<file path="config.mk">
export PLATFORM = sky130hd
export DESIGN_NAME = adder_sequencer_flat
export DESIGN_NICKNAME = d
export VERILOG_FILES = /design/src/rtl/adder_sequencer_if.sv /design/src/rtl/adder_sequencer.sv /design/src/flat_wrapper.sv
export SDC_FILE = /design/constraint.sdc
export NUM_CORES = 1
export LEC_CHECK = 0
export ABC_AREA = 1
export CORE_MARGIN = 2
export CORE_UTILIZATION = 35
export DETAILED_ROUTE_END_ITERATION = 16
export PLACE_DENSITY = 0.66
export SLEW_MARGIN = 20
export SYNTH_ARGS = -nofsm -noshare
export SYNTH_HDL_FRONTEND = slang
export SYNTH_SLANG_ARGS = --single-unit
</file>
<file path="constraint.sdc">
create_clock -name clk -period 7.2 [get_ports clk]
set_input_delay 1.8 -clock clk [delete_from_list [all_inputs] [get_ports clk]]
set_output_delay 1.8 -clock clk [all_outputs]
set_load 0.02 [all_outputs]
</file>
<file path="src/rtl/adder_sequencer_if.sv">
// Operand/result handshake bundle for adder_sequencer.
// The producer/consumer side uses the master modport; the block uses slave.
interface adder_sequencer_if #(
  parameter int WIDTH = 32
);
  logic             in_valid;
  logic             in_ready;
  logic [WIDTH-1:0] augend;
  logic [WIDTH-1:0] addend;
  logic             sub;
  logic             cin;
  logic             busy;
  logic             out_valid;
  logic             out_ready;
  logic [WIDTH-1:0] sum;
  logic             carry;
  logic             overflow;

  modport master (
    output in_valid, augend, addend, sub, cin, out_ready,
    input  in_ready, busy, out_valid, sum, carry, overflow
  );

  modport slave (
    input  in_valid, augend, addend, sub, cin, out_ready,
    output in_ready, busy, out_valid, sum, carry, overflow
  );
endinterface

</file>
<file path="src/rtl/adder_sequencer.sv">
// Multi-cycle add/subtract: one SLICE-bit adder is reused over N = WIDTH/SLICE
// cycles, rippling the carry through a register from the LSB slice upward.
// WIDTH must be an integer multiple of SLICE; SLICE = WIDTH gives one RUN cycle.
module adder_sequencer #(
  parameter int WIDTH = 32,
  parameter int SLICE = 8
) (
  input  logic               clk,
  input  logic               reset,
  adder_sequencer_if.slave   bus
);

  localparam int N     = WIDTH / SLICE;
  localparam int IDX_W = (N > 1) ? $clog2(N) : 1;

  typedef enum logic [1:0] {
    IDLE = 2'd0,
    RUN  = 2'd1,
    DONE = 2'd2
  } state_t;

  state_t             state_q, state_d;
  logic [WIDTH-1:0]   a_q, a_d;       // latched augend
  logic [WIDTH-1:0]   b_q, b_d;       // latched addend, already inverted for subtract
  logic [WIDTH-1:0]   res_q, res_d;   // result, filled one slice per RUN cycle
  logic               c_q, c_d;       // ripple carry between slices
  logic               carry_q, carry_d;
  logic               ovf_q, ovf_d;
  logic [IDX_W-1:0]   idx_q, idx_d;

  logic [SLICE-1:0]   a_slice;
  logic [SLICE-1:0]   b_slice;
  logic [SLICE:0]     slice_sum;
  logic               last_slice;

  // Shared slice adder: current slice of both operands plus the ripple carry
  always_comb begin
    a_slice    = a_q[int'(idx_q)*SLICE +: SLICE];
    b_slice    = b_q[int'(idx_q)*SLICE +: SLICE];
    slice_sum  = {1'b0, a_slice} + {1'b0, b_slice} + {{SLICE{1'b0}}, c_q};
    last_slice = (idx_q == IDX_W'(N - 1));
  end

  // Next-state and datapath update for IDLE -> RUN -> DONE sequencing
  always_comb begin
    // NOTE: every signal gets its hold value first so no path leaves it
    // unassigned; a missing default here would infer a latch.
    state_d = state_q;
    a_d     = a_q;
    b_d     = b_q;
    res_d   = res_q;
    c_d     = c_q;
    carry_d = carry_q;
    ovf_d   = ovf_q;
    idx_d   = idx_q;

    unique case (state_q)
      IDLE: begin
        if (bus.in_valid) begin
          a_d     = bus.augend;
          b_d     = bus.addend ^ {WIDTH{bus.sub}};
          c_d     = bus.sub ? 1'b1 : bus.cin;
          idx_d   = '0;
          state_d = RUN;
        end
      end
      RUN: begin
        res_d[int'(idx_q)*SLICE +: SLICE] = slice_sum[SLICE-1:0];
        c_d   = slice_sum[SLICE];
        idx_d = idx_q + 1'b1;
        if (last_slice) begin
          // The top slice's MSB is the result sign bit.
          carry_d = slice_sum[SLICE];
          ovf_d   = (a_q[WIDTH-1] == b_q[WIDTH-1]) &&
                    (slice_sum[SLICE-1] != a_q[WIDTH-1]);
          state_d = DONE;
        end
      end
      DONE: begin
        if (bus.out_ready) begin
          state_d = IDLE;
        end
      end
      default: state_d = IDLE;
    endcase
  end

  // State register with synchronous reset that also aborts any operation
  always_ff @(posedge clk) begin
    // NOTE: registers use non-blocking assignments so every flop samples the
    // pre-edge values regardless of statement order.
    if (reset) begin
      state_q <= IDLE;
      a_q     <= '0;
      b_q     <= '0;
      res_q   <= '0;
      c_q     <= 1'b0;
      carry_q <= 1'b0;
      ovf_q   <= 1'b0;
      idx_q   <= '0;
    end else begin
      state_q <= state_d;
      a_q     <= a_d;
      b_q     <= b_d;
      res_q   <= res_d;
      c_q     <= c_d;
      carry_q <= carry_d;
      ovf_q   <= ovf_d;
      idx_q   <= idx_d;
    end
  end

  assign bus.in_ready  = (state_q == IDLE);
  assign bus.busy      = (state_q == RUN);
  assign bus.out_valid = (state_q == DONE);
  assign bus.sum       = res_q;
  assign bus.carry     = carry_q;
  assign bus.overflow  = ovf_q;

endmodule

</file>
<file path="src/flat_wrapper.sv">
// flat-port wrapper written by rule: the top's interface ports become plain ports
module adder_sequencer_flat 
#(
  parameter int WIDTH = 32,
  parameter int SLICE = 8
)
  (clk, reset, bus_in_valid, bus_augend, bus_addend, bus_sub, bus_cin, bus_out_ready, bus_in_ready, bus_busy, bus_out_valid, bus_sum, bus_carry, bus_overflow);
  adder_sequencer_if #(.WIDTH(WIDTH)) bus_i ();
  input  logic clk;
  input  logic reset;
  input wire logic [$bits(bus_i.in_valid)-1:0] bus_in_valid;
  input wire logic [$bits(bus_i.augend)-1:0] bus_augend;
  input wire logic [$bits(bus_i.addend)-1:0] bus_addend;
  input wire logic [$bits(bus_i.sub)-1:0] bus_sub;
  input wire logic [$bits(bus_i.cin)-1:0] bus_cin;
  input wire logic [$bits(bus_i.out_ready)-1:0] bus_out_ready;
  output wire logic [$bits(bus_i.in_ready)-1:0] bus_in_ready;
  output wire logic [$bits(bus_i.busy)-1:0] bus_busy;
  output wire logic [$bits(bus_i.out_valid)-1:0] bus_out_valid;
  output wire logic [$bits(bus_i.sum)-1:0] bus_sum;
  output wire logic [$bits(bus_i.carry)-1:0] bus_carry;
  output wire logic [$bits(bus_i.overflow)-1:0] bus_overflow;
  assign bus_i.in_valid = bus_in_valid;
  assign bus_i.augend = bus_augend;
  assign bus_i.addend = bus_addend;
  assign bus_i.sub = bus_sub;
  assign bus_i.cin = bus_cin;
  assign bus_i.out_ready = bus_out_ready;
  assign bus_in_ready = bus_i.in_ready;
  assign bus_busy = bus_i.busy;
  assign bus_out_valid = bus_i.out_valid;
  assign bus_sum = bus_i.sum;
  assign bus_carry = bus_i.carry;
  assign bus_overflow = bus_i.overflow;
  adder_sequencer #(.WIDTH(WIDTH), .SLICE(SLICE)) u_core (.clk(clk), .reset(reset), .bus(bus_i));
endmodule
</file>
==> metrics.yaml <==
run:
  maxCapViolations: 0
grt:
  antenna_found_initial: 0
  grt_pass1_vias: 4220
  grt_max_degree: 70
  grt_remaining_overflow: 0
  grt_pass1_wl_mm: 20.1
  grt_usage_pct: 16.8
detailed_routing:
  postRouteAntennaNets: 0
  first_iter_violations: 320
  viasPerCell: 4.90
  vias: 4461
  drc_errors: 0
  routed_wl_mm: 12.4
  drtPass1Iterations: 4
  wire_per_inst_um: 13.6
synthesis:
  ys.flop_type: "dfxtp_1"
  synth_fa_ha_area_share_pct: 4.15
  synth_top_family_by_area: "simple AND/OR/NAND/NOR gates"
  syn_area_um2: 4890
  synth_nets: 728
  synthTopCellsByCount: "143 x nor2_1, 103 x dfxtp_1, 87 x nand2_1"
  yosysTopAreaCell: "dfxtp_1"
  yosysMostFrequentCell: "nor2_1"
  synth_warnings: 0
  synth_cells: 643
  ys_async_sr_fraction_pct: 0
  yosys.area_share.simple_pct: 22.5
  synth.top_cells.by_area: "dfxtp_1 42%, nor2_1 11%, nand2_1 6.7%"
  synthXorXnorAreaFrac_pct: 6.27
  synth-seq-area-share_pct: 42.2
  synth_compound_area_share_pct: 18.5
  synth_area_per_cell_um2: 7.60
  synthMuxAreaShare_pct: 0
  synth_edf_count: 0
  synth_cell_types: 34
  ys_ff_latch: 103
  yosysTopAreaCellShare_pct: 42.2
layout:
  syn2layout_area_growth_pct: 28.9
  fin_cells: 910
  num-nets-final: 810
  drive_above_1_share_pct: 4.79
  fin_util_pct: 45.7
  antenna_cells: 0
run_status:
  outcome: "finished clean"
timing:
  final.setup_skew_ns: 0.00934
  max_freq_mhz: 269
  rsz0062_at_grt: "false"
  setup_viol: 0
  finalHoldViolCount: 0
  tightestPinTransition_ns: 0.878
  period_needed_ns: 3.72
  fin_crit_sh_pct: 51.7
  report.final.slew_viol_count: 0
  slew_headroom_pct: 41.5
  fin_setup_tns_ns: 0
critical_path:
  crit_path_frequent_cell: "nand2_1"
  endpoint_kind: "register"
  cp_slowest_cell: "dfxtp_1"
  r2r_cells: 11
  reg2reg_from: "u_core.idx_q[1]"
  crit_fanout: 21
  crit_chain: "clkinv_1 > a32oi_1 > inv_1 > fa_1 > inv_1 > nand2_1 > nand2_1 > nand2_1 > xnor2_1 > nand4_1 > a21oi_1"
  cp-start-kind: "register"
  r2r-end: "u_core.bus.sum[28]"
  path_buf_inv: 3
  crit_type: "reg -> reg"
  slowest_delay_ns: 0.82
  cp.arrival_ns: 4.00
  reg2reg_slack_ns: 3.48
  crit_family: "buffers and inverters"
  required_ns: 7.48
placed_design:
  gp_congestion: 0.864
  portBuffers: 106
  hpwl_mm: 9.04
  dp_cells: 894
clock_network:
  cts_max_path_buffers: 2
  path_clk_slew_ns: 0.07
  clk_latency_ns: 0.35
  clock_sinks: 103
  cts-htree-levels: 3
  clockRootBuffer: "clkbuf_16"
  postCtsSetupBuffers: 0
  cts_tree: "done"
  cts_buffers: 9
  cts_resized: 0
  cts_hold_buf: 0
floorplan:
  floorplan.rows: 43
  die_area_um2: 14900
  initial_core_util_pct: 35.5
  die_w_um: 122
  coreArea_um2: 13800
  fp.dieH_um: 122
  ioPinCount: 107
power_and_ir_drop:
  p_per_area_nw_per_um2: 229
  leakagePower_nw: 2.37
  peakVddDrop_mv: 0.151
min_path:
  hold_start: "u_core.bus.sum[28]"
  hp-class: "reg -> reg"
  min_delay_worst_endpoint: "u_core.bus.sum[28]"
  hold_depth: 2
==> flip-flops by register name, indices dropped and copies added (netlist names) <==
register / cells
u_core.bus.sum: 32
u_core.bus.overflow: 1
u_core.idx_q: 2
u_core.b_q: 32
u_core.state_q: 2
u_core.a_q: 32
u_core.bus.carry: 1
u_core.c_q: 1
==> placed cells by master (no fill, tap or decap), drive strengths merged, types with 15 or more instances in the layout <==
master and count:
a211oi 32, clkdlybuf4s50 104, a21oi 39, inv 33
dfxtp 103, o21ai 63, nand3 15, nand2 90
xnor2 33, nor2 148
==> final cells by class <==
| cell class | count | area (um^2) |
|---|---|---|
| Sequential cell | 103 | 2060 |
| Clock inverter | 7 | 77.6 |
| Tap cell | 180 | 225 |
| Multi-Input combinational cell | 470 | 2510 |
| Timing Repair Buffer | 110 | 1080 |
| Inverter | 31 | 116 |
| Clock buffer | 9 | 225 |
| Fill cell | 1412 | 7470 |
==> power by group <==
| part | internal, W | switching (W) | total [W] |
|---|---|---|---|
| Combinational | 0.000133 | 0.000201 | 0.000333 |
| Clock | 0.000246 | 0.000236 | 0.000482 |
| Sequential | 0.000608 | 0.0000222 | 0.000630 |
==> per-stage QoR <==
step / power [W] / worst slack (ns) / area, um^2 / hold WS [ns]
floorplan: 0.000862 / 4.48 / 4890 / 0.430
global placement: 0.000966 / 3.31 / 6000 / 0.451
detailed placement: 0.000976 / 3.13 / 6000 / 0.457
CTS: 0.00145 / 3.48 / 6300 / 0.468
global route: 0.00152 / 3.22 / 6300 / 0.481
finish: 0.00145 / 3.48 / 6300 / 0.466
==> worst max-delay path by stage <==
stage,start,to,cells after the start
6_report,u_core.idx_q[1],u_core.bus.sum[28],11
5_1_grt,u_core.idx_q[1],u_core.bus.sum[14],14
2_1_floorplan,reset,u_core.bus.sum[10],4
3_3_place_gp,bus_in_valid,u_core.b_q[21],6
4_1_cts,u_core.idx_q[1],u_core.bus.sum[28],11
3_5_place_dp,bus_in_valid,u_core.b_q[18],6
==> layer usage <==
metal  GRT usage [%]  vias up  share of wire (%)
met2            28.4      125                 47
met4            4.02        0                1.4
met5               0        -                  0
li1                -     2298                  -
met3            3.00       13                4.6
met1            22.3     2025                 47
==> kinds of logic (layout without fill, tap and decap cells) <==
| group | count (synthesis) | in the layout |
|---|---|---|
| and+or+nand+nor | 264 | 264 |
| AOI/OAI and AO/OA | 156 | 156 |
| DFF | 103 | 103 |
| buffers and inverters | 70 | 157 |
| xor gates and xnor gates | 35 | 35 |
| adders and majority gates | 15 | 15 |
==> worst reg2reg max path, delay by kind of cell, from the launching register on <==
family	cells	cell delay [ns]
buffers and inverters	3	0.95
xor gates and xnor gates	1	0.46
AOI/OAI and AO/OA	2	0.64
and+or+nand+nor	4	0.34
DFF	1	0.82
adders and majority gates	1	0.44
No activity file was read; power rests on OpenSTA's default activity.
